### config.mk
export PLATFORM = sky130hd
export DESIGN_NAME = synapse_ctrl
export DESIGN_NICKNAME = d
export VERILOG_FILES = /design/src/rtl/synapse_ctrl.sv
export SDC_FILE = /design/constraint.sdc
export NUM_CORES = 1
export LEC_CHECK = 0
export CAP_MARGIN = 15
export CORE_UTILIZATION = 46
export DETAILED_ROUTE_END_ITERATION = 8
export GPL_ROUTABILITY_DRIVEN = 1
export HOLD_SLACK_MARGIN = 0.12
export PLACE_DENSITY = 0.85
export SYNTH_ARGS = -nofsm -noshare
export SYNTH_HDL_FRONTEND = slang
export SYNTH_SLANG_ARGS = --single-unit
### constraint.sdc
create_clock -name clk -period 2.3 [get_ports clk]
set_input_delay 0.46 -clock clk [delete_from_list [all_inputs] [get_ports clk]]
set_output_delay 0.46 -clock clk [all_outputs]
set_load 0.05 [all_outputs]
### src/rtl/synapse_ctrl.sv
// Synapse table loader and STDP weight-update sequencer.
// Loads the synapse table at start-up, then serves read-modify-write updates.
module synapse_ctrl #(
    parameter int N_WORDS = 32,
    parameter int RD_LAT  = 2,
    parameter int WR_HOLD = 2
) (
    input  logic        clk,
    input  logic        rst,
    input  logic        load_valid,
    input  logic [31:0] load_data,
    output logic        load_ready,
    output logic        load_done,
    input  logic        upd_valid,
    output logic        upd_ready,
    input  logic [6:0]  upd_addr,
    input  logic        upd_ltp,
    input  logic [7:0]  upd_delta,
    output logic        upd_done,
    output logic [7:0]  upd_weight,
    output logic        syn_load,
    output logic [15:0] iADDR,
    output logic [31:0] W_DATA,
    output logic        W_EN,
    output logic        R_EN,
    input  logic [7:0]  weight_in,
    output logic        busy
);

    localparam logic [2:0] S_LOAD = 3'd0;
    localparam logic [2:0] S_IDLE = 3'd1;
    localparam logic [2:0] S_RD   = 3'd2;
    localparam logic [2:0] S_CALC = 3'd3;
    localparam logic [2:0] S_WR   = 3'd4;

    localparam logic [4:0] W_LAST  = 5'(N_WORDS - 1);
    localparam logic [7:0] RD_LAST = 8'(RD_LAT - 1);
    localparam logic [7:0] WR_LAST = 8'(WR_HOLD - 1);

    logic [2:0] state;
    logic       armed;
    logic [4:0] wcnt;
    logic [7:0] cyc;
    logic [6:0] addr_q;
    logic       ltp_q;
    logic [7:0] delta_q;
    logic [7:0] w_q;
    logic [7:0] new_q;
    logic [8:0] sum9;
    logic [8:0] diff9;
    logic [7:0] calc_w;
    logic       beat;
    logic       in_upd;
    logic       in_wr;

    // armed keeps LOAD handshakes quiet until the first edge after reset
    assign syn_load   = (state == S_LOAD) && armed;
    assign load_ready = syn_load;
    assign beat       = syn_load && load_valid;

    assign upd_ready = (state == S_IDLE);
    assign busy      = (state != S_IDLE);
    assign R_EN      = (state == S_RD);
    assign in_wr     = (state == S_WR);
    assign W_EN      = beat || in_wr;

    assign in_upd = (state == S_RD) || (state == S_CALC) || in_wr;
    assign iADDR  = in_upd ? {9'b0, addr_q} : 16'b0;

    always_comb begin
        W_DATA = 32'b0;
        if (beat)
            W_DATA = load_data;
        else if (in_wr)
            W_DATA = {24'b0, new_q};
    end

    assign upd_done   = in_wr && (cyc == WR_LAST);
    assign upd_weight = upd_done ? new_q : 8'b0;

    // Saturating add/subtract carried out in 9 bits
    assign sum9   = {1'b0, w_q} + {1'b0, delta_q};
    assign diff9  = {1'b0, w_q} - {1'b0, delta_q};
    assign calc_w = ltp_q ? (sum9[8]  ? 8'hFF : sum9[7:0])
                          : (diff9[8] ? 8'h00 : diff9[7:0]);

    always_ff @(posedge clk or posedge rst) begin
        if (rst) begin
            state     <= S_LOAD;
            armed     <= 1'b0;
            wcnt      <= 5'd0;
            cyc       <= 8'd0;
            addr_q    <= 7'd0;
            ltp_q     <= 1'b0;
            delta_q   <= 8'd0;
            w_q       <= 8'd0;
            new_q     <= 8'd0;
            load_done <= 1'b0;
        end else begin
            armed <= 1'b1;
            case (state)
                S_LOAD: begin
                    if (beat) begin
                        wcnt <= wcnt + 5'd1;
                        if (wcnt == W_LAST) begin
                            state     <= S_IDLE;
                            load_done <= 1'b1;
                        end
                    end
                end
                S_IDLE: begin
                    if (upd_valid) begin
                        addr_q  <= upd_addr;
                        ltp_q   <= upd_ltp;
                        delta_q <= upd_delta;
                        cyc     <= 8'd0;
                        state   <= S_RD;
                    end
                end
                S_RD: begin
                    if (cyc == RD_LAST) begin
                        w_q   <= weight_in;
                        cyc   <= 8'd0;
                        state <= S_CALC;
                    end else begin
                        cyc <= cyc + 8'd1;
                    end
                end
                S_CALC: begin
                    new_q <= calc_w;
                    state <= S_WR;
                end
                S_WR: begin
                    if (cyc == WR_LAST) begin
                        cyc   <= 8'd0;
                        state <= S_IDLE;
                    end else begin
                        cyc <= cyc + 8'd1;
                    end
                end
                default: state <= S_LOAD;
            endcase
        end
    end

endmodule

==> parameters.txt, run 1 <==
Parameter                              Value

Clocking
  Maximum number of buffers from clock root to sink ... 2
  Clk slew on worst S/H paths ... 0.09 ns
  Clock Root Buffer ... clkbuf_8
  Clk Latency, worst-skew pair ... 0.31 ns
  TritonCTS buffer count ... 5
  Clock tree from TritonCTS ... yes
  H-tree Lvls ... 2
  Clock sink count ... 50

STA
  Clk_skew ... 0.00574 ns
  Final hold slack ... 0.459 ns
  Final setup violation count ... 13
  Worst Max-Slew Pin Slew ... 0.527 ns
  Setup WS post-layout ... -0.256 ns
  Period utilization ... 111%
  Final max-slew violation count ... 0
  Shortest clock period the worst path allows after layout ... 2.56 ns
  Max-Slew Margin vs Limit ... 64.8%
  Maximum clock frequency ... 391 MHz
  Sum of negative setup slack ... -2.21 ns
  Unrepaired setup endpoints after global routing ... yes
  Hold violation count in the final report ... 0

Worst setup path
  Critical path class ... reg -> out
  Slack of the worst reg-to-reg path ... 0.07 ns
  Maximum fanout encountered on the critical timing path ... 10
  Slowest library cell on the worst path ... or4b_4
  CP Launch Type ... flop
  CP Capture Type ... primary output
  Required arrival time at the worst endpoint ... 1.84 ns
  Critical-path cell list ... inv_2, ha_1, or4b_4, nor4_4, buf_6, and3_2, buf_12
  Data arrival time of the critical path ... 2.10 ns
  Worst stage delay on the critical path ... 0.47 ns

Synthesis
  Synth Warn # ... 0
  EDFF count, synth ... 0
  #FFs+latches synth ... 50
  Number of cells produced by synthesis ... 368
  Area of the mapped netlist ... 0.00343 sq mm
  Unique masters post-synth ... 54
  Sequential-to-total area share from yosys stat ... 36.5%
  Post-synthesis async set-or-reset flop share ... 100%
  Synth Flop Type ... dfrtp_1
  Avg Inst Size Synth ... 9.31 sq um

Finish
  Proportion of layout cells with a drive suffix above 1 ... 29.8%
  Net count of the finished layout ... 577
  Final standard cell area without fillers ... 0.00561 sq mm
  Final cell utilization of the core ... 77.8%
  Area growth from synthesis to layout ... 63.8%
  Most common cell after layout, fill and taps aside ... clkdlybuf4s50_1
  Commonest cells after routing, fill and taps aside ... clkdlybuf4s50_1 (60), buf_12 (55), dfrtp_1 (49)
  Antenna diode count ... 0
  Filler instances ... 462

Pwr
  Worst IR Drop VDD ... 0.00101 V
  Leakage component of the power ... 2.54 nW
  Power density over the cells ... 1350 mW/mm^2

Global route
  Pin count of the biggest net entering global routing ... 51
  Grt total ovfl ... 0
  Antenna violations before repair ... 0
  Global-route wire length before repair ... 14800 microns
  Via count of the first global-routing pass ... 3179
  Global-route total usage across every layer ... 24.4%

Floorplanning
  Number of rows in the core area ... 31
  Initial core utilization ... 47.5%
  Placeable core region ... 0.00721 sq mm
  Io pins ... 124
  Horizontal extent of the die ... 88.3 microns
  Die Footprint ... 0.00780 sq mm
  Die Height ... 88.3 microns

Placed design
  Count of input and output buffers ... 114
  Detailed placer's ending HPWL ... 6910 microns
  Worst slack at placement ... -0.0771 ns
  Placed cell areas ... 0.00528 sq mm
  Final weighted congestion in routability-driven placement ... 0.862

Route
  DRC Markers ... 0
  Final Routed Wirelength ... 9690 microns
  Iter 0 DRT Violations ... 158
  DR WL/cell ... 16.3 microns
  DR vias ... 3222
  Routed Antenna Nets ... 0
  Via-per-instance ratio ... 5.43
  First drt pass iteration count ... 5

Run status
  Violated checks ... negative setup slack
  Result of the run ... complete, but fails checks

Worst hold path
  Path class of the lowest-slack min-delay path ... reg -> reg

Job
  Max-cap viol count ... 0
final timing paths:
| path | startpoint | to | depth (start not counted) |
|---|---|---|---|
| max | cyc[1]$_DFFE_PP0P_ | upd_weight[7] | 7 |
| min | load_done$_DFFE_PP0P_ | load_done$_DFFE_PP0P_ | 1 |
| max reg2reg | cyc[1]$_DFFE_PP0P_ | cyc[0]$_DFFE_PP0P_ | 11 |
| min reg2reg | load_done$_DFFE_PP0P_ | load_done$_DFFE_PP0P_ | 1 |
| max in group asynchronous | rst | state[1]$_DFFE_PP0P_ | 3 |
| min in group asynchronous | rst | cyc[2]$_DFFE_PP0P_ | 3 |
metrics by stage:
step,power [mW],instances
6_report,7.57,593
5_1_grt,8.02,593
4_1_cts,7.05,587
3_5_place_dp,6.27,579
3_3_place_gp,6.10,579
2_1_floorplan,4.62,376
critical path: cells and delay by family, from the launching register on:
kind / cells / cell delay [ns]
adders and majority gates: 1 / 0.14
buffers and inverters: 3 / 0.38
DFF: 1 / 0.41
and+or+nand+nor: 3 / 0.85
cells by family (layout without fill, tap and decap cells):
logic type	after synthesis	in the layout	share of synthesized area, %
and+or+nand+nor	122	122	20.2
AOI/OAI and AO/OA	79	79	15.4
buffers and inverters	51	169	6.90
DFF	50	50	36.5
adders and majority gates	23	23	8.84
muxes	22	22	7.12
xor gates and xnor gates	19	19	4.86
other	2	10	0.219
layout make-up:
| class | instances | area (sq um) | share of cell area, % |
|---|---|---|---|
| Tap cell | 99 | 124 | 2.21 |
| Clock buffer | 6 | 82.6 | 1.47 |
| Clock inverter | 1 | 30.0 | 0.535 |
| Sequential cell | 50 | 1250 | 22.3 |
| Inverter | 22 | 82.6 | 1.47 |
| Multi-Input combinational cell | 275 | 2130 | 37.9 |
| Timing Repair Buffer | 140 | 1910 | 34.1 |
synthesized netlist by cell type (all sizes together) (2+ instances only):
master	n	share of area (%)
nand4	5	0.91
o21ai	24	3.6
o22ai	2	0.37
o21a	5	1.1
mux2i	3	0.88
mux2	19	6.2
ha	21	7.7
xnor2	12	3.1
conb	2	0.22
or3	2	0.37
inv	22	2.4
buf	18	3.3
nor2	27	3.0
and3	36	6.6
a21oi	17	2.5
or2	2	0.37
a22o	8	2.0
nand3	2	0.29
fa	2	1.2
dfrtp	50	37
clkbuf	11	1.2
o221ai	2	0.51
o31ai	2	0.58
nand2	18	2.2
xor2	7	1.8
o211ai	5	1.1
nand2b	7	1.3
and2	4	0.73
a21o	2	0.44
a2111oi	2	0.69
nor2b	12	2.2
registers in the layout, indices dropped and copies added, names as in the netlist, 3 cells and up:
| signal | cells |
|---|---|
| delta_q | 8 |
| addr_q | 7 |
| state | 3 |
| w_q | 8 |
| wcnt | 5 |
| cyc | 8 |
| new_q | 8 |
metal layers:
| layer | share of wire [%] | global-route usage (%) | wire (microns) |
|---|---|---|---|
| met3 | 7.7 | 5.50 | 743 |
| met4 | 2.6 | 9.38 | 250 |
| met1 | 38 | 28.2 | 3650 |
| met2 | 52 | 43.8 | 5050 |
| met5 | 0 | 0 | 0 |
report_power, final:
part	internal, mW	switching, mW
clock	0.348	0.298
sequential	1.24	0.333
combinational	2.40	2.96
total	3.99	3.59
repair_timing:
action	in CTS	in global routing
gates cloned	0	2
endpoints found under the setup margin	20	56
gates resized for setup	7	32
pin swaps	1	14
hold buffers	0	0
setup buffers	1	4
(Power assumes the default switching activity.)
==> inputs of run 2 (changes only) <==
--- a/config.mk
+++ b/config.mk
@@ -6,11 +6,11 @@
 export NUM_CORES = 1
 export LEC_CHECK = 0
 export CAP_MARGIN = 15
-export CORE_UTILIZATION = 46
+export CORE_UTILIZATION = 30
 export DETAILED_ROUTE_END_ITERATION = 8
 export GPL_ROUTABILITY_DRIVEN = 1
 export HOLD_SLACK_MARGIN = 0.12
-export PLACE_DENSITY = 0.85
+export PLACE_DENSITY = 0.63
 export SYNTH_ARGS = -nofsm -noshare
 export SYNTH_HDL_FRONTEND = slang
 export SYNTH_SLANG_ARGS = --single-unit
==> constraint.sdc (replaced) <==
create_clock -name clk -period 2.1 [get_ports clk]
set_input_delay 0.42 -clock clk [delete_from_list [all_inputs] [get_ports clk]]
set_output_delay 0.42 -clock clk [all_outputs]
set_load 0.05 [all_outputs]
==> run 2 against run 1 <==
Register-to-register slack worse by 0.11 ns. Die area up 52%. The flow still finishes with violations (negative setup slack). Non-clock buffer count up 25. Final cell count up 11%. Final area up 10%. Total power up 20%. First-iteration DRC count down 28%. Worst hold slack better by 0.0037 ns. Via count up 1.6%. Critical path depth unchanged. Utilization down 22 points. Global-route usage down 8.0 points.
==> parameters.txt, run 2 (synthesis results as in run 1) <==
Parameter                              Value

Global route
  Global-route wire length before repair ... 15300 microns (was 14800 microns)
  Antenna violations before repair ... 0 (unchanged)
  Global-route total usage across every layer ... 16.4% (was 24.4%)
  Grt total ovfl ... 0 (unchanged)
  Via count of the first global-routing pass ... 3155 (was 3179)
  Pin count of the biggest net entering global routing ... 25 (was 51)

Floorplanning
  Placeable core region ... 0.0110 sq mm (was 0.00721 sq mm)
  Die Footprint ... 0.0119 sq mm (was 0.00780 sq mm)
  Initial core utilization ... 31.2% (was 47.5%)
  Io pins ... 124 (unchanged)
  Number of rows in the core area ... 38 (was 31)
  Horizontal extent of the die ... 109 microns (was 88.3 microns)
  Die Height ... 109 microns (was 88.3 microns)

Worst setup path
  Data arrival time of the critical path ... 2.04 ns (was 2.10 ns)
  Required arrival time at the worst endpoint ... 1.68 ns (was 1.84 ns)
  Worst-case reg-to-reg path depth ... 10 (was 11)
  CP Launch Type ... flop (unchanged)
  CP Capture Type ... primary output (unchanged)
  Maximum fanout encountered on the critical timing path ... 9 (was 10)
  Critical path class ... reg -> out (unchanged)

Route
  DR WL/cell ... 14.6 microns (was 16.3 microns)
  Final Routed Wirelength ... 9650 microns (was 9690 microns)
  Iter 0 DRT Violations ... 114 (was 158)
  First drt pass iteration count ... 4 (was 5)
  DR vias ... 3272 (was 3222)
  DRC Markers ... 0 (unchanged)
  Via-per-instance ratio ... 4.96 (was 5.43)
  Routed Antenna Nets ... 0 (unchanged)

Placed design
  Count of input and output buffers ... 114 (unchanged)
  Worst slack at placement ... -0.147 ns (was -0.0771 ns)
  Detailed placer's ending HPWL ... 7250 microns (was 6910 microns)
  Final weighted congestion in routability-driven placement ... 0.838 (was 0.862)
  Placed cell areas ... 0.00557 sq mm (was 0.00528 sq mm)

Finish
  Final cell utilization of the core ... 56.2% (was 77.8%)
  Filler instances ... 943 (was 462)
  Net count of the finished layout ... 602 (was 577)
  Commonest cells after routing, fill and taps aside ... clkdlybuf4s50_1 (60), buf_12 (57), dfrtp_1 (47) (was clkdlybuf4s50_1 (60), buf_12 (55), dfrtp_1 (49))
  Final standard cell area without fillers ... 0.00617 sq mm (was 0.00561 sq mm)
  Proportion of layout cells with a drive suffix above 1 ... 43.3% (was 29.8%)
  Most common cell after layout, fill and taps aside ... clkdlybuf4s50_1 (unchanged)
  Area growth from synthesis to layout ... 80.2% (was 63.8%)
  Antenna diode count ... 0 (unchanged)

Run status
  Result of the run ... complete, but fails checks (unchanged)
  Violated checks ... negative setup slack (unchanged)

Pwr
  Leakage component of the power ... 2.64 nW (was 2.54 nW)
  Power density over the cells ... 1480 mW/mm^2 (was 1350 mW/mm^2)
  Worst IR Drop VDD ... 0.00106 V (was 0.00101 V)

STA
  Unrepaired setup endpoints after global routing ... yes (unchanged)
  Maximum clock frequency ... 407 MHz
  Hold violation count in the final report ... 0 (unchanged)
  Sum of negative setup slack ... -4.45 ns (was -2.21 ns)
  Clk_skew ... 0.00793 ns (was 0.00574 ns)
  Final max-slew violation count ... 0 (unchanged)
  Period utilization ... 117%
  Setup WS post-layout ... -0.358 ns (was -0.256 ns)
  Shortest clock period the worst path allows after layout ... 2.46 ns
  Max-Slew Margin vs Limit ... 66.5% (was 64.8%)
  Worst Max-Slew Pin Slew ... 0.500 ns (was 0.527 ns)
  Final setup violation count ... 34 (was 13)

Clocking
  H-tree Lvls ... 2 (unchanged)
  Clock tree from TritonCTS ... yes (unchanged)
  Cts hold-fix bufs ... 0 (unchanged)
  Maximum number of buffers from clock root to sink ... 2 (unchanged)
  Clk slew on worst S/H paths ... 0.07 ns (was 0.09 ns)
  Clock sink count ... 50 (unchanged)
  Clock Root Buffer ... clkbuf_16 (was clkbuf_8)
  TritonCTS buffer count ... 5 (unchanged)
  Clk Latency, worst-skew pair ... 0.29 ns (was 0.31 ns)

Job
  Max-cap viol count ... 0 (unchanged)

Worst hold path
  Path class of the lowest-slack min-delay path ... in -> async (was reg -> reg)
## run 2: cell types whose count changed in the layout (fill, tap and decap cells not counted), sizes merged
cell	change
buf	+25
clkbuf	-1
bufinv	-1
clkinvlp	+1
clkinv	+2
## run 2: timing repair
action / CTS / global route
cloned: 3 / 0
resized for setup: 52 / 40
endpoints found under the setup margin: 57 / 61
buffers inserted: 7 / 9
pin swaps: 32 / 24
## run 2: path summary, 6_finish.rpt
kind,startpoint,to,slack [ns]
max in group asynchronous,rst,state[2]$_DFFE_PP0P_,1.19
worst min-delay path,rst,addr_q[1]$_DFFE_PP0P_,0.46
min in group clk,wcnt[3]$_DFFE_PP0P_,wcnt[3]$_DFFE_PP0P_,0.48
worst max register to register,w_q[0]$_DFFE_PP0P_,new_q[1]$_DFFE_PP0P_,-0.04
worst max-delay path,cyc[1]$_DFFE_PP0P_,upd_weight[3],-0.36
worst min register to register,wcnt[3]$_DFFE_PP0P_,wcnt[3]$_DFFE_PP0P_,0.48
## run 2: final cells by class
| type | count | area, sq um | share of cell area, % |
|---|---|---|---|
| inverters | 22 | 82.6 | 1.34 |
| clock buffers | 5 | 125 | 2.03 |
| well taps | 140 | 175 | 2.84 |
| flip-flops and latches | 50 | 1250 | 20.3 |
| clock inverters | 3 | 21.3 | 0.345 |
| repair buffers | 165 | 2160 | 35.0 |
| multi-input cells | 275 | 2350 | 38.1 |
## run 2: critical path, cell delays in order (launching register included)
cell     delay [ns]
dfrtp_1        0.38
inv_1          0.07
ha_1           0.14
or4b_4         0.47
nor4_4         0.19
buf_6          0.18
and3_4         0.20
buf_12         0.13
## run 2: metrics by stage
step | std cells | hold slack (ns) | power (mW)
global route | 660 | 0.505 | 9.77
finish | 660 | 0.463 | 9.12
CTS | 654 | 0.477 | 8.56
global placement | 636 | 0.443 | 7.24
detailed placement | 636 | 0.470 | 7.34
floorplan | 376 | 0.439 | 5.24
## run 2: routing by layer
layer / part of all wire (%) / track usage (%)
met5: 0 / 0
met4: 1.2 / 3.86
met3: 6.2 / 2.75
met2: 51 / 30.5
met1: 41 / 19.3
## run 2: power breakdown
| part | leakage [nW] | switching, mW | internal [mW] |
|---|---|---|---|
| sequential | 0.611 | 0.353 | 1.36 |
| combinational | 1.96 | 3.34 | 3.26 |
| clock | 0.0698 | 0.363 | 0.442 |
